--- config.mk ---
export PLATFORM = sky130hd
export DESIGN_NAME = led_pattern_gen
export DESIGN_NICKNAME = d
export VERILOG_FILES = /design/src/rtl/led_pattern_pkg.sv /design/src/rtl/led_prescaler.sv /design/src/rtl/led_pattern_gen.sv
export SDC_FILE = /design/constraint.sdc
export NUM_CORES = 1
export LEC_CHECK = 0
export ABC_AREA = 1
export CAP_MARGIN = 0
export CORE_MARGIN = 3
export CORE_UTILIZATION = 50
export DETAILED_ROUTE_END_ITERATION = 8
export HOLD_SLACK_MARGIN = 0.1
export PLACE_DENSITY = 0.81
export SYNTH_ARGS = -nofsm -noshare
export SYNTH_HDL_FRONTEND = slang
export SYNTH_SLANG_ARGS = --single-unit
--- constraint.sdc ---
create_clock -name clk -period 2.2 [get_ports clk]
set_input_delay 0.33 -clock clk [delete_from_list [all_inputs] [get_ports clk]]
set_output_delay 0.33 -clock clk [all_outputs]
set_load 0.1 [all_outputs]
--- src/rtl/led_pattern_pkg.sv ---
// Shared types and start-state constants for the LED pattern engine.
//   led_mode_e : pattern select (COUNT, SCAN, BREATHE, FREEZE)
//   DIR_UP/DIR_DOWN : direction encoding for scan and breathe ramps
package led_pattern_pkg;

    typedef enum logic [1:0] {
        MODE_COUNT   = 2'd0,
        MODE_SCAN    = 2'd1,
        MODE_BREATHE = 2'd2,
        MODE_FREEZE  = 2'd3
    } led_mode_e;

    localparam logic      DIR_UP     = 1'b0;
    localparam logic      DIR_DOWN   = 1'b1;
    localparam led_mode_e RESET_MODE = MODE_COUNT;

endpackage

--- src/rtl/led_prescaler.sv ---
// Programmable step prescaler: counts enabled cycles and flags a step once
// the count reaches the divider, then restarts from zero.
//   clk, rst : clock, synchronous active-high reset
//   en_i     : count enable
//   clr_i    : restart the count (pattern reinitialisation)
//   div_i    : step period minus 1
//   step_o   : combinational step strobe for the current cycle
module led_prescaler #(
    parameter int unsigned DIV_W = 24
) (
    input  logic             clk,
    input  logic             rst,
    input  logic             en_i,
    input  logic             clr_i,
    input  logic [DIV_W-1:0] div_i,
    output logic             step_o
);

    logic [DIV_W-1:0] pcnt_q;
    logic [DIV_W-1:0] pcnt_d;

    // >= rather than == so that shrinking the divider below the count steps at once.
    assign step_o = en_i && (pcnt_q >= div_i);

    always_comb begin
        pcnt_d = pcnt_q;
        if (clr_i) begin
            pcnt_d = '0;
        end else if (step_o) begin
            pcnt_d = '0;
        end else if (en_i) begin
            pcnt_d = pcnt_q + DIV_W'(1);
        end
    end

    always_ff @(posedge clk) begin
        if (rst) begin
            pcnt_q <= '0;
        end else begin
            pcnt_q <= pcnt_d;
        end
    end

endmodule

--- src/rtl/led_pattern_gen.sv ---
// LED pattern engine: prescaled step tick driving a binary counter, a
// bouncing one-hot scan, a PWM breathe ramp, or a frozen display.
//   clk, rst : clock, synchronous active-high reset
//   en_i     : run enable; all state holds while low
//   mode_i   : pattern select
//   div_i    : step period minus 1 in clk cycles
//   leds_o   : registered LED drive
//   tick_o   : registered one-cycle pulse per pattern step
module led_pattern_gen
    import led_pattern_pkg::*;
#(
    parameter int unsigned NUM_LEDS = 8,
    parameter int unsigned DIV_W    = 24,
    parameter int unsigned PWM_W    = 8
) (
    input  logic                clk,
    input  logic                rst,
    input  logic                en_i,
    input  led_mode_e           mode_i,
    input  logic [DIV_W-1:0]    div_i,
    output logic [NUM_LEDS-1:0] leds_o,
    output logic                tick_o
);

    localparam logic [PWM_W-1:0]    DUTY_MAX = '1;
    localparam logic [NUM_LEDS-1:0] POS_INIT = NUM_LEDS'(1);

    led_mode_e           mode_q,     mode_d;
    logic [NUM_LEDS-1:0] cnt_q,      cnt_d;
    logic [NUM_LEDS-1:0] pos_q,      pos_d;
    logic                dir_q,      dir_d;
    logic [PWM_W-1:0]    duty_q,     duty_d;
    logic                duty_dir_q, duty_dir_d;
    logic [PWM_W-1:0]    phase_q,    phase_d;
    logic [NUM_LEDS-1:0] leds_q,     leds_d;
    logic                tick_q,     tick_d;

    logic                step_c;
    logic                reinit_c;

    // Any change of requested mode restarts every pattern from its start state.
    assign reinit_c = (mode_i != mode_q);

    led_prescaler #(
        .DIV_W (DIV_W)
    ) u_prescaler (
        .clk    (clk),
        .rst    (rst),
        .en_i   (en_i),
        .clr_i  (reinit_c),
        .div_i  (div_i),
        .step_o (step_c)
    );

    // Next-state and output logic for all pattern modes.
    always_comb begin
        mode_d     = mode_i;
        cnt_d      = cnt_q;
        pos_d      = pos_q;
        dir_d      = dir_q;
        duty_d     = duty_q;
        duty_dir_d = duty_dir_q;
        phase_d    = phase_q;
        leds_d     = leds_q;
        tick_d     = 1'b0;

        if (reinit_c) begin
            // Outputs blank for the restart cycle; FREEZE therefore shows all-off.
            cnt_d      = '0;
            pos_d      = POS_INIT;
            dir_d      = DIR_UP;
            duty_d     = '0;
            duty_dir_d = DIR_UP;
            phase_d    = '0;
            leds_d     = '0;
        end else if (en_i) begin
            case (mode_q)
                MODE_COUNT: begin
                    leds_d = cnt_q;
                    tick_d = step_c;
                    if (step_c) begin
                        cnt_d = cnt_q + NUM_LEDS'(1);
                    end
                end
                MODE_SCAN: begin
                    leds_d = pos_q;
                    tick_d = step_c;
                    // A single LED has nowhere to move.
                    if (step_c && (NUM_LEDS > 1)) begin
                        if (dir_q == DIR_UP) begin
                            if (pos_q[NUM_LEDS-1]) begin
                                pos_d = pos_q >> 1;
                                dir_d = DIR_DOWN;
                            end else begin
                                pos_d = pos_q << 1;
                            end
                        end else begin
                            if (pos_q[0]) begin
                                pos_d = pos_q << 1;
                                dir_d = DIR_UP;
                            end else begin
                                pos_d = pos_q >> 1;
                            end
                        end
                    end
                end
                MODE_BREATHE: begin
                    phase_d = phase_q + PWM_W'(1);
                    leds_d  = {NUM_LEDS{phase_q < duty_q}};
                    tick_d  = step_c;
                    if (step_c) begin
                        if (duty_dir_q == DIR_UP) begin
                            if (duty_q == DUTY_MAX) begin
                                duty_d     = duty_q - PWM_W'(1);
                                duty_dir_d = DIR_DOWN;
                            end else begin
                                duty_d = duty_q + PWM_W'(1);
                            end
                        end else begin
                            if (duty_q == '0) begin
                                duty_d     = duty_q + PWM_W'(1);
                                duty_dir_d = DIR_UP;
                            end else begin
                                duty_d = duty_q - PWM_W'(1);
                            end
                        end
                    end
                end
                default: begin
                    // FREEZE: display and pattern state hold, no tick.
                end
            endcase
        end
    end

    // State and output registers.
    always_ff @(posedge clk) begin
        if (rst) begin
            mode_q     <= RESET_MODE;
            cnt_q      <= '0;
            pos_q      <= POS_INIT;
            dir_q      <= DIR_UP;
            duty_q     <= '0;
            duty_dir_q <= DIR_UP;
            phase_q    <= '0;
            leds_q     <= '0;
            tick_q     <= 1'b0;
        end else begin
            mode_q     <= mode_d;
            cnt_q      <= cnt_d;
            pos_q      <= pos_d;
            dir_q      <= dir_d;
            duty_q     <= duty_d;
            duty_dir_q <= duty_dir_d;
            phase_q    <= phase_d;
            leds_q     <= leds_d;
            tick_q     <= tick_d;
        end
    end

    assign leds_o = leds_q;
    assign tick_o = tick_q;

endmodule

Word-level counts from Yosys, hierarchy flattened:

Index checks and enable logic that the tools add are counted.
Widths: inputs -> output; s select.

* bits of input ports: 29
* bits in registers: 69
* word-level logic and storage cells: 49
* output and inout port bits: 9

* bitwise operators: 2
* mux-type cells: 13
* reductions and logical operators: 13
* equal/unequal tests: 4
* $lt $le $gt $ge: 2
* add/subtract/negate cells: 5

Operator list (count)
* $mux 8: 6
* $add 24x1->24 const B: 1
* $add 8x1->8 const B: 3
* $ge 24x24->1: 1
* $pmux 8 s3: 1
* $reduce_and 3->1: 3
* $eq 8x8->1 const B: 1
* $logic_not 8->1: 1
* $lt 8x8->1: 1
* $sub 8x1->8 const B: 1
* $mux 1: 6
* $reduce_or 3->1: 2
* $reduce_and 2->1: 2
* $reduce_or 4->1: 1
* $reduce_bool 3->1: 1
* $eq 2x1->1 const B: 1
* $eq 2x2->1 const B: 1
* $logic_not 2->1: 1
* $ne 2x2->1: 1
* $not 1->1: 2
* $reduce_or 2->1: 1
* $logic_and 1x1->1: 1

Longest topological paths before layout:

* depth in word-level cells: 4
* depth in mapped cells: 15
* gate-level depth less buffers: 14

Hierarchy:

From an unflattened synthesis, not the netlist that was laid out.

* cell total of the unflattened synthesis: 668
* area, all modules: 4719.5 um^2

By module, submodules not included
* led_pattern_gen: area each 2711.4 um^2, sequential area each 900.9 um^2, times used 1, cells an instance 393
* led_prescaler: area each 2008.2 um^2, sequential area each 480.5 um^2, times used 1, cells an instance 275

Least setup slack after synthesis:

No wires, ideal clock.

* kind: input to register
* start: in div_i[15]
* end: reg u_prescaler.pcnt_q[8]
* setup time: 66 ps
* required time: 2134 ps
* arrival: 1692 ps
* stages on the path: 11
* buffers on the path: 1
* setup slack: 442 ps
* cells stage by stage: inv_1 -> ha_1 -> a21o_1 -> nor2_1 -> nand2_1 -> a21oi_1 -> nand2_4 -> nand2_2 -> nand2_2 -> buf_2 -> a21oi_2

* word-level cells in the longest chain between the ends: 3

RTL lines
* start, declared: RTL line led_pattern_gen.sv:20 `input logic [DIV_W-1:0] div_i,`
* $ge 24x24->1: RTL line led_prescaler.sv:23 `assign step_o = en_i && (pcnt_q >= div_i);`
* $logic_and 1x1->1: RTL line led_prescaler.sv:23
* $reduce_or 3->1 (no source line)
* end signal, assigned: RTL line led_prescaler.sv:40 `pcnt_q <= pcnt_d;`
* end, declared: RTL line led_prescaler.sv:19 `logic [DIV_W-1:0] pcnt_q;`

Every way passes these cells.
A chain may end at the register's enable or synchronous reset.

Worst setup path after layout:

* start: in div_i[21]
* end: reg u_prescaler.pcnt_q[1]

The elaborated chain is that of the path after synthesis.

==> impl_metrics.py <==
metrics = {
    "yosys": {
        "synth_seq_cells": 69,
        "syn_area_mm2": 0.00447,
        "synth_area_leaders": "dfxtp_1 31%, nand2_1 14%, ha_1 11%, a21oi_1 6.6%, nor2_1 6.4%",
        "postSynthCellCount": 656,
        "yosysWarningCount": 0,
        "ys_types": 36,
        "yosysSeqAreaShare_pct": 30.9,
        "synth_top_area_share_pct": 30.9,
        "syn_nets": 726,
        "yosys.area.top_type": "dfxtp_1",
        "syn_avg_cell_area_um2": 6.82,
    },
    "cts": {
        "tritoncts": "built",
        "clock-sinks": 69,
        "clk_pin_slew_ns": 0.08,
        "numCtsBuffers": 9,
        "cts_max_level": 3,
        "postCtsSetupBuffers": 0,
        "cts-root-buf": "clkbuf_8",
        "clock_path_buffers": 2,
        "clk_latency_ns": 0.35,
    },
    "floorplan": {
        "die_h_um": 101,
        "io_pins": 38,
        "die_area_mm2": 0.0101,
        "start_util_pct": 52.9,
        "core_area_mm2": 0.00846,
        "rows": 33,
        "die_w_um": 101,
    },
    "sta": {
        "fin_crit_sh_pct": 95.4,
        "period_needed_ns": 2.10,
        "worst_pin_slew_ns": 0.524,
        "slew_headroom_pct": 65.1,
        "drv_slew": 0,
        "setup_viol": 0,
        "skew_ns": 0.00858,
        "fmax_ghz": 0.476,
        "worst_slack_ns": 0.101,
        "hold_viol_final": 0,
        "rsz0062_at_grt": "no",
    },
    "worst_hold_path": {
        "worstHoldPathType": "reg2reg",
        "whs_path_depth": 2,
        "hold_end": "leds_o[0]$_SDFFE_PP0P_",
        "worstHoldStart": "leds_o[0]$_SDFFE_PP0P_",
    },
    "power": {
        "peakVddDrop_mv": 0.359,
        "powerDensity_mw_per_mm2": 512,
        "power_w": 0.00269,
        "p_leak_nw": 2.33,
    },
    "routing": {
        "drt_wl_total_mm": 10.0,
        "via_count": 4230,
        "drt_pass1_iterations": 5,
        "drt_iter0_drc": 237,
        "antenna_left": 0,
        "drc": 0,
        "viasPerCell": 5.24,
        "wire_per_inst_um": 12.4,
    },
    "final_layout": {
        "fin_cells": 808,
        "areaGrowthSynthToFinish_pct": 17.5,
        "nNetsFinal": 768,
        "layout_common_cells": "168 x nand2_1, 75 x inv_1, 72 x nor2_1, 69 x dfxtp_1, 57 x a21oi_1",
        "drive_gt1_share_pct": 9.53,
        "fin_util_pct": 62.1,
        "num_antenna_cells": 0,
        "fillers": 741,
        "final_common_cell": "nand2_1",
    },
    "placed_design": {
        "dp_cells": 792,
        "dp_hpwl_mm": 7.60,
        "place_congestion": 0.872,
        "place_ws_ns": -0.337,
        "numPortBuffers": 37,
    },
    "setup_path": {
        "cp-end-kind": "flop",
        "r2r_cells": 11,
        "cp.required_ns": 2.44,
        "r2r_slack_ns": 0.20,
        "crit_family": "simple AND/OR/NAND/NOR gates",
        "path_cells": "clkdlybuf4s50_1, inv_1, ha_1, nand2_1, nor2_4, nand4_1, nor2_2, nand2_2, nand2_8, nand2_2, nand2_2, buf_4, a21oi_1",
        "critPathSlowestCell": "clkdlybuf4s50_1",
        "critPathArrivalTime_ns": 2.34,
        "crit_path_max_fanout": 10,
        "crit_path_max_incr_delay_ns": 0.45,
        "cp_common_cell": "nand2_2",
        "timing.rr.end": "u_prescaler.pcnt_q[1]$_SDFFE_PP0P_",
        "worst-path-buf-inv": 3,
        "critical_path_class": "in2reg",
        "startpoint_type": "primary input",
        "timing.rr.start": "u_prescaler.pcnt_q[15]$_SDFFE_PP0P_",
    },
    "run_status": {
        "status": "completed",
    },
    "grt": {
        "gr-usage-all-layers_pct": 20.3,
        "grt_max_degree": 21,
        "grt_first_pass_wirelength_mm": 17.2,
        "overflow": 0,
        "grt_pass1_vias": 4044,
        "antenna_found_initial": 0,
    },
    "run": {
        "maxCapViolations": 0,
    },
}
-- per-layer routing --
| layer | vias up | wire [um] | part of all wire, % | GRT usage, % |
|---|---|---|---|---|
| li1 | 2197 | - | - | - |
| met4 | 0 | 111 | 1.1 | 6.11 |
| met2 | 101 | 5000 | 50 | 36.7 |
| met5 | - | 0 | 0 | 0 |
| met3 | 13 | 398 | 4.0 | 2.84 |
| met1 | 1919 | 4530 | 45 | 24.8 |
-- repair_timing --
| item | 4_1_cts | 5_1_grt |
|---|---|---|
| pin swaps | 0 | 5 |
| endpoints found under the hold margin | 0 | 0 |
| gates cloned | 0 | 0 |
| resized for setup | 2 | 14 |
| endpoints found under the setup margin | 37 | 50 |
| hold buffers | 0 | 0 |
-- Yosys cell counts, drive strengths merged --
library cell / instances
and2: 1
xnor2: 10
nand4: 20
dfxtp: 69
or2: 4
inv: 79
nor4: 1
nand2: 174
a21o: 2
a22o: 1
nor3b: 2
o21ai: 15
clkbuf: 7
a21oi: 60
o21a: 3
nor2: 78
nor3: 12
ha: 41
buf: 13
nand3: 35
a31oi: 2
o31ai: 2
xor2: 25
-- worst reg2reg max path, cell delays in order (launching register included) --
cell and delay [ns]:
dfxtp_1 0.37, ha_1 0.32, nand2_1 0.08, nor2_1 0.15
nand4_1 0.18, nor2_2 0.17, nand2_2 0.12, nand2_8 0.13
nand2_2 0.07, nand2_2 0.09, buf_4 0.18, a21oi_1 0.05
-- flip-flops by register name, summed over array words and instances, names as in the netlist --
name                cells
cnt_q                   8
dir_q                   1
duty_dir_q              1
duty_q                  8
leds_o                  8
mode_q                  2
phase_q                 8
pos_q                   8
tick_o                  1
u_prescaler.pcnt_q     24
-- cell type report --
| type | instances | area (um^2) | share of cell area, % |
|---|---|---|---|
| clock buffers | 10 | 138 | 2.62 |
| clock inverters | 6 | 93.8 | 1.78 |
| inverters | 79 | 299 | 5.69 |
| multi-input cells | 488 | 2750 | 52.3 |
| flip-flops and latches | 69 | 1380 | 26.3 |
| well taps | 105 | 131 | 2.50 |
| repair buffers | 51 | 464 | 8.83 |
-- where the power goes --
group | switching (W) | total (W) | internal [W]
logic | 0.000131 | 0.000229 | 0.0000981
registers | 0.00000496 | 0.00126 | 0.00125
clock network | 0.000526 | 0.00121 | 0.000679
-- worst max-delay path by stage --
stage	startpoint	to	slack, ns	depth (start not counted)
5_1_grt	div_i[21]	u_prescaler.pcnt_q[1]$_SDFFE_PP0P_	0.003	13
3_5_place_dp	div_i[23]	pos_q[5]$_SDFFE_PP0P_	-0.34	12
3_3_place_gp	div_i[23]	duty_q[7]$_SDFFE_PP0P_	-0.29	13
2_1_floorplan	div_i[15]	u_prescaler.pcnt_q[8]$_SDFFE_PP0P_	0.44	11
6_report	div_i[21]	u_prescaler.pcnt_q[1]$_SDFFE_PP0P_	0.10	13
4_1_cts	div_i[23]	duty_q[7]$_SDFFE_PP0P_	0.02	13
-- cell families (layout without fill, tap and decap cells) --
kind of cell,count (synthesis),count (layout),synth area share (%)
and+or+nand+nor,327,327,31.7
buffers and inverters,99,146,8.92
DFF,69,69,30.9
adders and majority gates,41,41,11.5
xor gates and xnor gates,35,35,6.85
AOI/OAI and AO/OA,85,85,10.2
-- metrics by stage --
stage	hold slack [ns]	cell area (um^2)	TNS, ns
final	0.466	5260	0
after global routing	0.485	5260	0
after CTS	0.471	5200	0
after detailed placement	0.459	4960	-14.15
after global placement	0.448	4960	-12.42
after floorplan	0.401	4470	0
(Power assumes the default switching activity.)
